<file path="src/rtl/move_stream_serializer_if.sv">
// Handshake/bus bundle for move_stream_serializer: word load side and per-move output side.
interface move_stream_serializer_if #(
  parameter int FIELD_W = 4,
  parameter int MOVES   = 2,
  parameter int CNT_W   = 4
) ();
  logic                       load;
  logic [MOVES*4*FIELD_W-1:0] in;
  logic                       skip_null;
  logic                       out_ready;
  logic                       out_valid;
  logic [FIELD_W-1:0]         out1;
  logic [FIELD_W-1:0]         out2;
  logic [FIELD_W-1:0]         out3;
  logic [FIELD_W-1:0]         out4;
  logic                       busy;
  logic [CNT_W-1:0]           move_counter_out;
  logic                       done;

  modport master (
    output load, in, skip_null, out_ready,
    input  out_valid, out1, out2, out3, out4, busy, move_counter_out, done
  );

  modport slave (
    input  load, in, skip_null, out_ready,
    output out_valid, out1, out2, out3, out4, busy, move_counter_out, done
  );
endinterface

</file>
<file path="src/rtl/move_stream_serializer.sv">
// Serializes a packed word of MOVES chess moves into one move per valid/ready transfer,
// optionally dropping all-zero (null) moves, with a per-word transfer counter and done flag.
module move_stream_serializer #(
  parameter int FIELD_W = 4,
  parameter int MOVES   = 2,
  parameter int CNT_W   = 4
) (
  input logic clk,
  input logic rst_n,
  move_stream_serializer_if.slave bus
);
  localparam int MOVE_W = 4 * FIELD_W;
  localparam int WORD_W = MOVES * MOVE_W;
  localparam int IDX_W  = (MOVES > 1) ? $clog2(MOVES) : 1;

  localparam logic [1:0] S_IDLE = 2'd0;
  localparam logic [1:0] S_EMIT = 2'd1;
  localparam logic [1:0] S_DONE = 2'd2;

  logic [1:0]        state;
  logic [WORD_W-1:0] word;
  logic              skip;
  logic [IDX_W-1:0]  idx;
  logic [CNT_W-1:0]  cnt;
  logic              valid_r;
  logic              done_r;
  logic [MOVE_W-1:0] move_r;

  logic [MOVE_W-1:0] move_arr [MOVES];
  logic [MOVE_W-1:0] load_move0;
  logic [MOVE_W-1:0] nxt_move;
  logic [IDX_W-1:0]  nidx;
  logic              is_last;
  logic              advance;
  logic              transfer;

  // Move 0 sits in the most-significant slice of the word.
  for (genvar g = 0; g < MOVES; g++) begin : g_slice
    assign move_arr[g] = word[(MOVES-1-g)*MOVE_W +: MOVE_W];
  end

  assign load_move0 = bus.in[WORD_W-1 -: MOVE_W];

  always_comb begin
    is_last  = (idx == IDX_W'(MOVES - 1));
    nidx     = is_last ? '0 : idx + 1'b1;
    nxt_move = move_arr[nidx];
    transfer = valid_r && bus.out_ready;
    // A skip bubble (valid low while emitting) always advances unconditionally.
    advance  = (state == S_EMIT) && (!valid_r || bus.out_ready);
  end

  always_ff @(posedge clk) begin
    if (!rst_n) begin
      state   <= S_IDLE;
      word    <= '0;
      skip    <= 1'b0;
      idx     <= '0;
      cnt     <= '0;
      valid_r <= 1'b0;
      done_r  <= 1'b0;
      move_r  <= '0;
    end else begin
      case (state)
        S_IDLE, S_DONE: begin
          if (bus.load) begin
            word   <= bus.in;
            skip   <= bus.skip_null;
            idx    <= '0;
            cnt    <= '0;
            done_r <= 1'b0;
            state  <= S_EMIT;
            if (bus.skip_null && (load_move0 == '0)) begin
              valid_r <= 1'b0;
            end else begin
              valid_r <= 1'b1;
              move_r  <= load_move0;
            end
          end
        end
        S_EMIT: begin
          if (advance) begin
            if (transfer) cnt <= cnt + 1'b1;
            if (is_last) begin
              state   <= S_DONE;
              valid_r <= 1'b0;
              done_r  <= 1'b1;
            end else begin
              idx <= nidx;
              if (skip && (nxt_move == '0)) begin
                valid_r <= 1'b0;
              end else begin
                valid_r <= 1'b1;
                move_r  <= nxt_move;
              end
            end
          end
        end
        default: state <= S_IDLE;
      endcase
    end
  end

  assign bus.out_valid        = valid_r;
  assign bus.out1             = move_r[4*FIELD_W-1 -: FIELD_W];
  assign bus.out2             = move_r[3*FIELD_W-1 -: FIELD_W];
  assign bus.out3             = move_r[2*FIELD_W-1 -: FIELD_W];
  assign bus.out4             = move_r[FIELD_W-1:0];
  assign bus.busy             = (state == S_EMIT);
  assign bus.move_counter_out = cnt;
  assign bus.done             = done_r;
endmodule

</file>
<file path="src/flat_wrapper.sv">
// flat-port wrapper written by rule: the top's interface ports become plain ports
module move_stream_serializer_flat 
#(
  parameter int FIELD_W = 4,
  parameter int MOVES   = 2,
  parameter int CNT_W   = 4
)
  (clk, rst_n, bus_load, bus_in, bus_skip_null, bus_out_ready, bus_out_valid, bus_out1, bus_out2, bus_out3, bus_out4, bus_busy, bus_move_counter_out, bus_done);
  move_stream_serializer_if #(.FIELD_W(FIELD_W), .MOVES(MOVES), .CNT_W(CNT_W)) bus_i ();
  input logic clk;
  input logic rst_n;
  input wire logic [$bits(bus_i.load)-1:0] bus_load;
  input wire logic [$bits(bus_i.in)-1:0] bus_in;
  input wire logic [$bits(bus_i.skip_null)-1:0] bus_skip_null;
  input wire logic [$bits(bus_i.out_ready)-1:0] bus_out_ready;
  output wire logic [$bits(bus_i.out_valid)-1:0] bus_out_valid;
  output wire logic [$bits(bus_i.out1)-1:0] bus_out1;
  output wire logic [$bits(bus_i.out2)-1:0] bus_out2;
  output wire logic [$bits(bus_i.out3)-1:0] bus_out3;
  output wire logic [$bits(bus_i.out4)-1:0] bus_out4;
  output wire logic [$bits(bus_i.busy)-1:0] bus_busy;
  output wire logic [$bits(bus_i.move_counter_out)-1:0] bus_move_counter_out;
  output wire logic [$bits(bus_i.done)-1:0] bus_done;
  assign bus_i.load = bus_load;
  assign bus_i.in = bus_in;
  assign bus_i.skip_null = bus_skip_null;
  assign bus_i.out_ready = bus_out_ready;
  assign bus_out_valid = bus_i.out_valid;
  assign bus_out1 = bus_i.out1;
  assign bus_out2 = bus_i.out2;
  assign bus_out3 = bus_i.out3;
  assign bus_out4 = bus_i.out4;
  assign bus_busy = bus_i.busy;
  assign bus_move_counter_out = bus_i.move_counter_out;
  assign bus_done = bus_i.done;
  move_stream_serializer #(.FIELD_W(FIELD_W), .MOVES(MOVES), .CNT_W(CNT_W)) u_core (.clk(clk), .rst_n(rst_n), .bus(bus_i));
endmodule
</file>
<file path="config.mk">
export PLATFORM = sky130hd
export DESIGN_NAME = move_stream_serializer_flat
export DESIGN_NICKNAME = d
export VERILOG_FILES = /design/src/rtl/move_stream_serializer_if.sv /design/src/rtl/move_stream_serializer.sv /design/src/flat_wrapper.sv
export SDC_FILE = /design/constraint.sdc
export NUM_CORES = 1
export LEC_CHECK = 0
export BUFFER_PORTS_ARGS = -buffer_cell sky130_fd_sc_hd__buf_2
export CAP_MARGIN = 0
export CORE_AREA = 5 5 89 91
export DETAILED_ROUTE_END_ITERATION = 10
export DIE_AREA = 0 0 94 96
export GPL_ROUTABILITY_DRIVEN = 0
export PLACE_DENSITY = 0.56
export SLEW_MARGIN = 20
export SYNTH_ARGS = -nofsm -noshare
export SYNTH_HDL_FRONTEND = slang
export SYNTH_SLANG_ARGS = --single-unit
</file>
<file path="constraint.sdc">
create_clock -name clk -period 2.1 [get_ports clk]
set_input_delay 0.21 -clock clk [delete_from_list [all_inputs] [get_ports clk]]
set_output_delay 0.21 -clock clk [all_outputs]
set_load 0.05 [all_outputs]
</file>
==> out/metrics.csv <==
metric;value;unit
status;finished, final reports clean;
number of setup buffers added after CTS;0;
HP Class;input pin to flip-flop;
Seq cells post-synth;58;
Post-DRT Antenna Nets;0;
Worst Tran Pin Value;0.3936;ns
fraction of registers with async set/reset;0;%
DR pass1 iterations;4;
width of the die;94;um
clk_lat worst skew;0.34;ns
clk buf depth;2;
drc violations;0;
sequential fraction of the synthesis area;42.88;%
Synth Net Count;359;
Max Cap Viol;0;
Peak VDD IR;0.3218;mV
PwrDens;829.8;nW/um^2
initial antenna violation count;0;
leakage power;0.001355;uW
largest area contributor in the synthesized netlist;dfxtp_1;
CTS Sinks;58;
fin crit share;91.53;%
Post-CTS Hold Buffers;0;
Critical Path Sink;bus_busy;
global-route wire length before repair;10840;um
IO buf count;59;
Synth Cell Area;2708;sq um
crit path DAT;1.71;ns
Synth Warn #;0;
Initial DRC Count;135;
R2R Path End;u_core.move_r[8];
vias per cell;4.772;
CTS root buf;clkbuf_8;
Mapped Cells;321;
Wirelength per Cell;13.96;um
worst reg2reg path depth;6;
total track usage;15.68;%
die footprint;9024;sq um
Inserted Clock Buffers;9;
routed via count;2286;
unrepaired setup endpoints after global routing;false;
Final min period;1.922;ns
vias in the first global route;2196;
Antenna diodes;0;
critical path launch point;u_core.state[0];
core area;7059;sq um
largest net degree at the start of global routing;54;
Post-synth EDFFs;0;
worst setup path class;flip-flop to output pin;
worst hold path stage count;3;
Worst setup EP type;output pin;
CTS clk-pin slew, worst paths;0.06;ns
layout cells sized above 1;22.37;%
drt total wl;6685;um
R2R Setup Slk;0.29;ns
Slew Limit Fails;0;
CTS H-Tree Depth;3;
Setup crit start kind;flip-flop;
hpwl dp;4939;um
setup tns final;0;ns
WP data required;1.89;ns
Die H;96;um
final core utilization;46.31;%
synthesized area per cell;8.435;sq um
Max-slew headroom;73.76;%
grt ovf;0;
Crit Reg-Reg Startpoint;u_core.idx;
top post-synthesis cells by area;dfxtp_1 43%, nand2_1 14%, mux2i_1 12%, a21boi_0 9.7%, o211ai_1 4.4%;
IO Count;60;
post-synth top area share;42.88;%
Resize count post-CTS;0;
worst-case clock skew;0.008504;ns
Crit Path Max Fanout;38;
Area growth syn-to-layout;20.75;%
CTS tree;yes;
FP Rows;31;
Final Hold Fails;0;
nets;413;
final setup vio count;0;
Synth cell types;33;
cell with the most instances after synthesis;nand2_1;
f_max;0.5203;GHz
most frequent cells after synthesis;104 x nand2_1, 58 x dfxtp_1, 35 x a21boi_0, 32 x mux2i_1, 18 x clkbuf_1;
initial core utilization;38.36;%
Pwr Total;2713;uW
Post-synth top flop;dfxtp_1;
[how the worst min path moves through the flow]
stage / start / endpoint / slack, ns
after CTS: bus_in[14] / u_core.move_arr[14] / 0.11
final: bus_in[14] / u_core.move_arr[14] / 0.12
after detailed placement: u_core.move_r[13] / u_core.move_r[13] / 0.45
after global routing: bus_in[8] / u_core.move_arr[8] / 0.11
after floorplan: bus_in[10] / u_core.move_arr[10] / 0.35
after global placement: u_core.move_r[0] / u_core.move_r[0] / 0.44
[cell families (layout without fill, tap and decap cells)]
family,Yosys count,after routing,synth area share [%]
xor+xnor,2,2,0.6471
flops,58,58,42.88
fa+ha+maj,1,1,0.4620
simple gates,138,138,21.90
buf+inv,26,85,4.852
mux,32,32,11.83
compound gates,64,64,17.42
[worst max-delay path, stage by stage, from the launching register on]
cell	delay [ns]
dfxtp_1	0.46
nor2b_2	0.22
buf_4	0.35
buf_2	0.34
[state kept, by name (all words and copies together) (netlist names)]
name / count
u_core.move_arr: 32
u_core.move_r: 16
u_core.bus.move_counter_out: 4
u_core.state: 2
u_core.bus.done: 1
u_core.bus.out_valid: 1
u_core.idx: 1
u_core.skip: 1
[cell usage in the layout, fill, tap and decap left out, types with 2 or more instances in the layout]
cell type / instances
or4_1: 4
a31oi_1: 2
buf_12: 2
nor2b_1: 3
a21oi_1: 2
clkbuf_8: 10
nor2_1: 5
nand2_1: 104
o211ai_1: 16
nor4_1: 6
buf_2: 59
o21ai_0: 2
clkbuf_1: 3
mux2i_1: 32
nand3_1: 4
nand2b_1: 3
a22oi_1: 2
dfxtp_1: 58
xor2_1: 2
buf_4: 7
a21boi_0: 35
and3_1: 2
o22ai_1: 2
clkinv_2: 3
nor2b_2: 2
[final cells by class]
class | count | area [sq um]
Clock inverter | 3 | 15.01
Sequential cell | 58 | 1161
Clock buffer | 13 | 148.9
Inverter | 1 | 3.754
Fill cell | 751 | 3790
Tap cell | 99 | 123.9
Timing Repair Buffer | 68 | 387.9
Multi-Input combinational cell | 237 | 1429
[layer usage]
layer	wire length, um	vias up	GRT usage, %
li1	-	1215	-
met1	3367	1015	20.70
met2	2840	44	23.77
met3	383	12	5.082
met4	93	0	6.137
met5	0	-	0
[power by group]
part	switching [uW]	total [uW]	internal, uW	leakage (uW)
Clock	423	878	455	0.0000872
Combinational	384	590	207	0.000791
Sequential	59.6	1240	1190	0.000476
[per-stage QoR]
step | instance area (sq um) | hold WS, ns | std cells | worst slack [ns]
5_1_grt | 3269 | 0.1086 | 479 | 0.04840
4_1_cts | 3269 | 0.1064 | 479 | 0.1533
3_3_place_gp | 3105 | 0.4438 | 463 | 0.3254
2_1_floorplan | 2708 | 0.3549 | 321 | 0.2422
6_report | 3269 | 0.1150 | 479 | 0.1778
3_5_place_dp | 3105 | 0.4497 | 463 | 0.2898
Power figures use the tool's default switching activity.
